<file path="src/rtl/uart_rx_fifo_if.sv">
// uart_rx_fifo_if: receiver character strobe/error bundle and FIFO read-side handshake.
interface uart_rx_fifo_if;
  logic [7:0] rx_data;
  logic       rx_valid;
  logic       rx_framing_error;
  logic       rx_parity_error;
  logic       rx_busy;
  logic [7:0] rd_data;
  logic       rd_framing_error;
  logic       rd_parity_error;
  logic       rd_valid;
  logic       rd_ready;

  modport master (
    output rx_data, rx_valid, rx_framing_error, rx_parity_error, rx_busy, rd_ready,
    input  rd_data, rd_framing_error, rd_parity_error, rd_valid
  );

  modport slave (
    input  rx_data, rx_valid, rx_framing_error, rx_parity_error, rx_busy, rd_ready,
    output rd_data, rd_framing_error, rd_parity_error, rd_valid
  );
endinterface

</file>
<file path="src/rtl/uart_rx_fifo.sv">
// uart_rx_fifo: error-tagged FWFT receive FIFO with overrun, threshold and character-timeout status.
// Define UART_RX_FIFO_BREAK_DETECT_EN to treat framing-error NUL characters as line breaks.
module uart_rx_fifo #(
  parameter int DEPTH        = 16,
  parameter int TIMEOUT_BITS = 40,
  parameter int AW           = $clog2(DEPTH)
) (
  input  logic          clk,
  input  logic          rst,
  input  logic          enable,
  input  logic          flush,
  uart_rx_fifo_if.slave bus,
  input  logic          osr_tick,
  input  logic [7:0]    osr_value,
  output logic [AW:0]   level,
  output logic          empty,
  output logic          full,
  input  logic [AW:0]   rx_threshold,
  output logic          thresh_irq,
  output logic          overrun,
  input  logic          overrun_clr,
  output logic          timeout_irq,
  output logic          break_detect
);

  localparam logic [AW:0] FULL_LVL = (AW+1)'(DEPTH);
  localparam logic [15:0] TO_LIM   = 16'(TIMEOUT_BITS);

  logic [9:0]    mem [DEPTH];
  logic [9:0]    head;
  logic [AW-1:0] wr_ptr;
  logic [AW-1:0] rd_ptr;
  logic [AW:0]   count;
  logic          pend_fe;
  logic          pend_pe;
  logic          eff_fe;
  logic          eff_pe;
  logic          is_break;
  logic          accept;
  logic          push;
  logic          pop;
  logic          drop;
  logic          cnt_clr;
  logic [7:0]    tick_cnt;
  logic [7:0]    tick_max;
  logic [15:0]   bit_cnt;

  assign empty      = (count == '0);
  assign full       = (count == FULL_LVL);
  assign level      = count;
  assign thresh_irq = (rx_threshold != '0) && (count >= rx_threshold);

  // Head is forced to zero when empty so stale storage never shows on the read side.
  assign head                 = empty ? '0 : mem[rd_ptr];
  assign bus.rd_valid         = !empty;
  assign bus.rd_framing_error = head[9];
  assign bus.rd_parity_error  = head[8];
  assign bus.rd_data          = head[7:0];

  assign eff_fe = pend_fe | bus.rx_framing_error;
  assign eff_pe = pend_pe | bus.rx_parity_error;

`ifdef UART_RX_FIFO_BREAK_DETECT_EN
  assign is_break = eff_fe && (bus.rx_data == 8'h00);
`else
  assign is_break = 1'b0;
`endif

  assign accept   = bus.rx_valid && enable && !flush && !is_break;
  assign pop      = !empty && bus.rd_ready && !flush;
  assign push     = accept && (!full || pop);
  assign drop     = accept && full && !pop;
  assign tick_max = (osr_value == '0) ? 8'd0 : osr_value - 8'd1;
  assign cnt_clr  = push || pop || flush || bus.rx_busy || empty || !enable;

  always_ff @(posedge clk) begin
    if (push) mem[wr_ptr] <= {eff_fe, eff_pe, bus.rx_data};
  end

  always_ff @(posedge clk) begin
    if (rst) begin
      wr_ptr      <= '0;
      rd_ptr      <= '0;
      count       <= '0;
      pend_fe     <= 1'b0;
      pend_pe     <= 1'b0;
      overrun     <= 1'b0;
      tick_cnt    <= '0;
      bit_cnt     <= '0;
      timeout_irq <= 1'b0;
    end else begin
      if (flush) begin
        wr_ptr <= '0;
        rd_ptr <= '0;
        count  <= '0;
      end else begin
        if (push) wr_ptr <= wr_ptr + AW'(1);
        if (pop)  rd_ptr <= rd_ptr + AW'(1);
        if (push && !pop)      count <= count + (AW+1)'(1);
        else if (pop && !push) count <= count - (AW+1)'(1);
      end

      // Error pulses may arrive ahead of their character; any strobe consumes them.
      if (flush || !enable || bus.rx_valid) begin
        pend_fe <= 1'b0;
        pend_pe <= 1'b0;
      end else begin
        if (bus.rx_framing_error) pend_fe <= 1'b1;
        if (bus.rx_parity_error)  pend_pe <= 1'b1;
      end

      if (drop)             overrun <= 1'b1;
      else if (overrun_clr) overrun <= 1'b0;

      if (cnt_clr) begin
        tick_cnt <= '0;
        bit_cnt  <= '0;
      end else if (osr_tick) begin
        if (tick_cnt >= tick_max) begin
          tick_cnt <= '0;
          if (bit_cnt < TO_LIM) bit_cnt <= bit_cnt + 16'd1;
        end else begin
          tick_cnt <= tick_cnt + 8'd1;
        end
      end

      // Latched so a later rx_busy restart of the counter does not drop the interrupt.
      if (push || pop || flush)    timeout_irq <= 1'b0;
      else if (bit_cnt == TO_LIM)  timeout_irq <= 1'b1;
    end
  end

`ifdef UART_RX_FIFO_BREAK_DETECT_EN
  always_ff @(posedge clk) begin
    if (rst || flush)
      break_detect <= 1'b0;
    else if (bus.rx_valid && enable && is_break)
      break_detect <= 1'b1;
  end
`else
  assign break_detect = 1'b0;
`endif

endmodule

</file>
<file path="src/flat_wrapper.sv">
// flat-port wrapper written by rule: the top's interface ports become plain ports
module uart_rx_fifo_flat 
#(
  parameter int DEPTH        = 16,
  parameter int TIMEOUT_BITS = 40,
  parameter int AW           = $clog2(DEPTH)
)
  (clk, rst, enable, flush, osr_tick, osr_value, level, empty, full, rx_threshold, thresh_irq, overrun, overrun_clr, timeout_irq, break_detect, bus_rx_data, bus_rx_valid, bus_rx_framing_error, bus_rx_parity_error, bus_rx_busy, bus_rd_ready, bus_rd_data, bus_rd_framing_error, bus_rd_parity_error, bus_rd_valid);
  uart_rx_fifo_if bus_i ();
  input  logic clk;
  input  logic rst;
  input  logic enable;
  input  logic flush;
  input  logic osr_tick;
  input  logic [7:0] osr_value;
  output logic [AW:0] level;
  output logic empty;
  output logic full;
  input  logic [AW:0] rx_threshold;
  output logic thresh_irq;
  output logic overrun;
  input  logic overrun_clr;
  output logic timeout_irq;
  output logic break_detect;
  input wire logic [$bits(bus_i.rx_data)-1:0] bus_rx_data;
  input wire logic [$bits(bus_i.rx_valid)-1:0] bus_rx_valid;
  input wire logic [$bits(bus_i.rx_framing_error)-1:0] bus_rx_framing_error;
  input wire logic [$bits(bus_i.rx_parity_error)-1:0] bus_rx_parity_error;
  input wire logic [$bits(bus_i.rx_busy)-1:0] bus_rx_busy;
  input wire logic [$bits(bus_i.rd_ready)-1:0] bus_rd_ready;
  output wire logic [$bits(bus_i.rd_data)-1:0] bus_rd_data;
  output wire logic [$bits(bus_i.rd_framing_error)-1:0] bus_rd_framing_error;
  output wire logic [$bits(bus_i.rd_parity_error)-1:0] bus_rd_parity_error;
  output wire logic [$bits(bus_i.rd_valid)-1:0] bus_rd_valid;
  assign bus_i.rx_data = bus_rx_data;
  assign bus_i.rx_valid = bus_rx_valid;
  assign bus_i.rx_framing_error = bus_rx_framing_error;
  assign bus_i.rx_parity_error = bus_rx_parity_error;
  assign bus_i.rx_busy = bus_rx_busy;
  assign bus_i.rd_ready = bus_rd_ready;
  assign bus_rd_data = bus_i.rd_data;
  assign bus_rd_framing_error = bus_i.rd_framing_error;
  assign bus_rd_parity_error = bus_i.rd_parity_error;
  assign bus_rd_valid = bus_i.rd_valid;
  uart_rx_fifo #(.DEPTH(DEPTH), .TIMEOUT_BITS(TIMEOUT_BITS), .AW(AW)) u_core (.clk(clk), .rst(rst), .enable(enable), .flush(flush), .bus(bus_i), .osr_tick(osr_tick), .osr_value(osr_value), .level(level), .empty(empty), .full(full), .rx_threshold(rx_threshold), .thresh_irq(thresh_irq), .overrun(overrun), .overrun_clr(overrun_clr), .timeout_irq(timeout_irq), .break_detect(break_detect));
endmodule
</file>
<file path="config.mk">
export PLATFORM = sky130hd
export DESIGN_NAME = uart_rx_fifo_flat
export DESIGN_NICKNAME = d
export VERILOG_FILES = /design/src/rtl/uart_rx_fifo_if.sv /design/src/rtl/uart_rx_fifo.sv /design/src/flat_wrapper.sv
export SDC_FILE = /design/constraint.sdc
export NUM_CORES = 1
export LEC_CHECK = 0
export BUFFER_PORTS_ARGS = -buffer_cell sky130_fd_sc_hd__buf_2
export CORE_MARGIN = 2
export CORE_UTILIZATION = 54
export DETAILED_ROUTE_END_ITERATION = 6
export GPL_ROUTABILITY_DRIVEN = 0
export PLACE_DENSITY_LB_ADDON = 0.05
export SETUP_SLACK_MARGIN = 0.15
export SLEW_MARGIN = 20
export SYNTH_ARGS = -nofsm -noshare
export SYNTH_HDL_FRONTEND = slang
export SYNTH_SLANG_ARGS = --single-unit
export TNS_END_PERCENT = 20
</file>
<file path="constraint.sdc">
create_clock -name clk -period 2.5 [get_ports clk]
set_input_delay 0.25 -clock clk [delete_from_list [all_inputs] [get_ports clk]]
set_output_delay 0.25 -clock clk [all_outputs]
set_load 0.02 [all_outputs]
</file>
==> results.py <==
metrics = {
    "critical_path": {
        "cpPeakStageDelay_ns": 0.51,
        "crit_path_start_kind": "flip-flop",
        "cp_slowest_cell": "mux4_2",
        "ff2ff_path_depth": 11,
        "path_cells": "buf_12 -> buf_12 -> mux4_2 -> mux4_2 -> and2_4 -> buf_6",
        "crit_required_ns": 2.25,
        "path_max_fanout": 7,
        "crit_arrival_ns": 2.53,
        "critPathKind": "flip-flop to output pin",
        "critPathCaptureType": "output pin",
    },
    "global_route": {
        "grt_pass1_vias": 4968,
        "grt_overflow": 0,
        "track_usage_pct": 21.5,
        "antenna_found_initial": 0,
        "grt_max_degree": 41,
        "grt_pass1_wl_um": 27200,
    },
    "cts": {
        "worstSkewPairLatency_ns": 0.48,
        "cts_buffers": 21,
        "cts_root_buf": "clkbuf_16",
        "cts_tree": "built",
        "cts_buffer_depth": 3,
        "htreeDepth": 1,
        "cts.sinks": 205,
        "clkTransAtPathRegs_ns": 0.06,
    },
    "timing": {
        "worstMarginPinSlew_ns": 0.759,
        "drv_slew": 0,
        "min_period_ns": 2.78,
        "setup_ws_ns": -0.282,
        "finalSetupViolCount": 11,
        "setup_tns_ns": -2.30,
        "fmax_mhz": 359,
        "max_slew_margin_pct": 49.2,
        "finalCritPeriodShare_pct": 111,
        "hold_viol": 0,
        "skew_ns": 0.00796,
        "rsz0062_at_grt": "true",
    },
    "synth": {
        "synth_commonest_cells": "edfxtp_1, dfxtp_1, mux4_2",
        "yosysSeqAreaShare_pct": 66.0,
        "synth_edf_count": 160,
        "yosysWarnings": 0,
        "synth.cell_area_sq_mm": 0.00864,
        "synth_top_area_cell": "edfxtp_1",
        "synth-seq-cells": 205,
        "synth_flop_cell": "edfxtp_1",
        "syn_avg_cell_area_sq_um": 16.4,
        "ys_top_cells_by_area": "edfxtp_1, dfxtp_1, mux4_2",
        "synth_cell_type_count": 52,
        "yosysTopAreaCellShare_pct": 55.6,
        "yosysMostFrequentCell": "edfxtp_1",
        "ys_async_sr_fraction_pct": 0,
        "synth_cells": 527,
        "synth_nets": 587,
    },
    "power_and_ir_drop": {
        "powerDensity_mw_per_mm2": 684,
        "ir_worst_vdd_mv": 0.490,
        "design_power_total_mw": 7.20,
        "power_leakage_nw": 3.70,
    },
    "die": {
        "die_h_um": 131,
        "io_pins": 54,
        "core-area_sq_mm": 0.0158,
        "dieWidth_um": 131,
        "die_area_sq_mm": 0.0170,
        "start_util_pct": 54.8,
        "rows": 46,
    },
    "run": {
        "cap_violations": 0,
    },
    "layout": {
        "antennaDiodeCount": 0,
        "area_growth_pct": 21.8,
        "layout.nets": 706,
        "seq_area_sq_mm": 0.00572,
        "num-fill-cells": 1129,
        "multiInputGateArea_sq_mm": 0.00287,
        "drive_gt1_share_pct": 35.1,
    },
    "detailed_routing": {
        "drtPass1Iterations": 4,
        "drt_iter0_markers": 355,
        "antenna_left": 0,
        "drc": 0,
        "routed_via_density": 5.58,
        "routedWlPerCell_um": 20.3,
        "vias": 4881,
        "wl_um": 17700,
    },
    "hold_path": {
        "hold_depth": 3,
        "hold_class": "input port to flip-flop",
    },
    "place": {
        "port_buffers": 52,
        "dp_hpwl_um": 11300,
        "dp_slack_ns": -0.237,
    },
    "status": {
        "status": "finished, violations left",
        "violations": "setup timing",
    },
}
==> kinds of logic (layout without fill, tap and decap cells) <==
kind of cell    count (synthesis)  in the layout  synth area share (%)
simple gates                  138            138                  8.58
xor+xnor                       21             21                  2.13
other cells                     1              1                0.0434
buf+inv                        45            176                  2.63
mux                            54             54                  14.0
flops                         205            205                  66.0
compound gates                 35             35                  2.50
fa+ha+maj                      28             28                  4.14
==> layout by cell type, fill, tap and decap left out, types with 10 or more instances in the layout <==
cell,instances
edfxtp_1,160
buf_4,59
buf_2,45
mux4_2,42
dfxtp_1,41
nor2_1,37
ha_1,25
inv_1,22
and2_1,22
clkbuf_16,22
nand2_1,16
xor2_1,11
xnor2_1,10
==> worst max-delay path: cells and delay by family, from the launching register on <==
family / cells / cell delay, ns
buffers and inverters: 3 / 0.41
flip-flops: 1 / 0.45
multiplexers: 2 / 1.01
AND/OR/NAND/NOR: 1 / 0.18
==> per-stage QoR <==
stage / util [%] / cells / hold WS [ns] / instance area (sq um)
after floorplan: - / 527 / 0.322 / 8680
after global placement: 60.8 / 831 / 0.432 / 9590
after detailed placement: 60.9 / 831 / 0.442 / 9600
after CTS: 65.9 / 871 / 0.0538 / 10400
after global routing: 66.8 / 874 / 0.0719 / 10500
final: 66.8 / 874 / 0.0671 / 10500
==> power breakdown <==
group / switching [mW] / internal, mW / total [mW] / leakage (nW)
Combinational: 0.239 / 0.220 / 0.459 / 1.57
Sequential: 0.0110 / 3.68 / 3.69 / 1.80
Clock: 1.21 / 1.84 / 3.05 / 0.325
==> final cells by class <==
type | count | share of cell area [%]
multi-input cells | 277 | 27.2
clock inverters | 11 | 1.22
inverters | 23 | 0.820
repair buffers | 118 | 8.77
clock buffers | 24 | 5.10
flip-flops and latches | 205 | 54.3
well taps | 216 | 2.57
==> per-layer routing <==
metal	routed length, um	vias to the layer above	global-route usage (%)	part of all wire (%)
met4	274	0	4.94	1.5
met3	964	23	3.05	5.4
met1	7240	2477	28.4	41
met2	9230	118	38.2	52
met5	0	-	0	0
li1	-	2263	-	-
==> worst paths after layout <==
| kind | from | to | slack, ns |
|---|---|---|---|
| max | flip-flop | bus_rd_parity_error | -0.28 |
| min | bus_rx_valid | u_core.pend_pe | 0.07 |
| max reg2reg | u_core.level[0] | u_core.level[4] | -0.03 |
| min reg2reg | u_core.bit_cnt[14] | u_core.bit_cnt[14] | 0.46 |
==> registers in the layout, indices dropped and copies added (netlist names), named ones only <==
name                count
u_core.bit_cnt         16
u_core.level            5
u_core.mem            160
u_core.overrun          1
u_core.pend_fe          1
u_core.pend_pe          1
u_core.rd_ptr           4
u_core.tick_cnt         8
u_core.timeout_irq      1
u_core.wr_ptr           4
==> timing repair <==
action,4_1_cts,5_1_grt
pin swaps,4,10
resized for setup,14,27
hold endpoints to repair,1,0
endpoints found under the setup margin,23,34
hold buffers,1,0
buffers inserted,2,2
gates cloned,2,1
(Power assumes the default switching activity.)
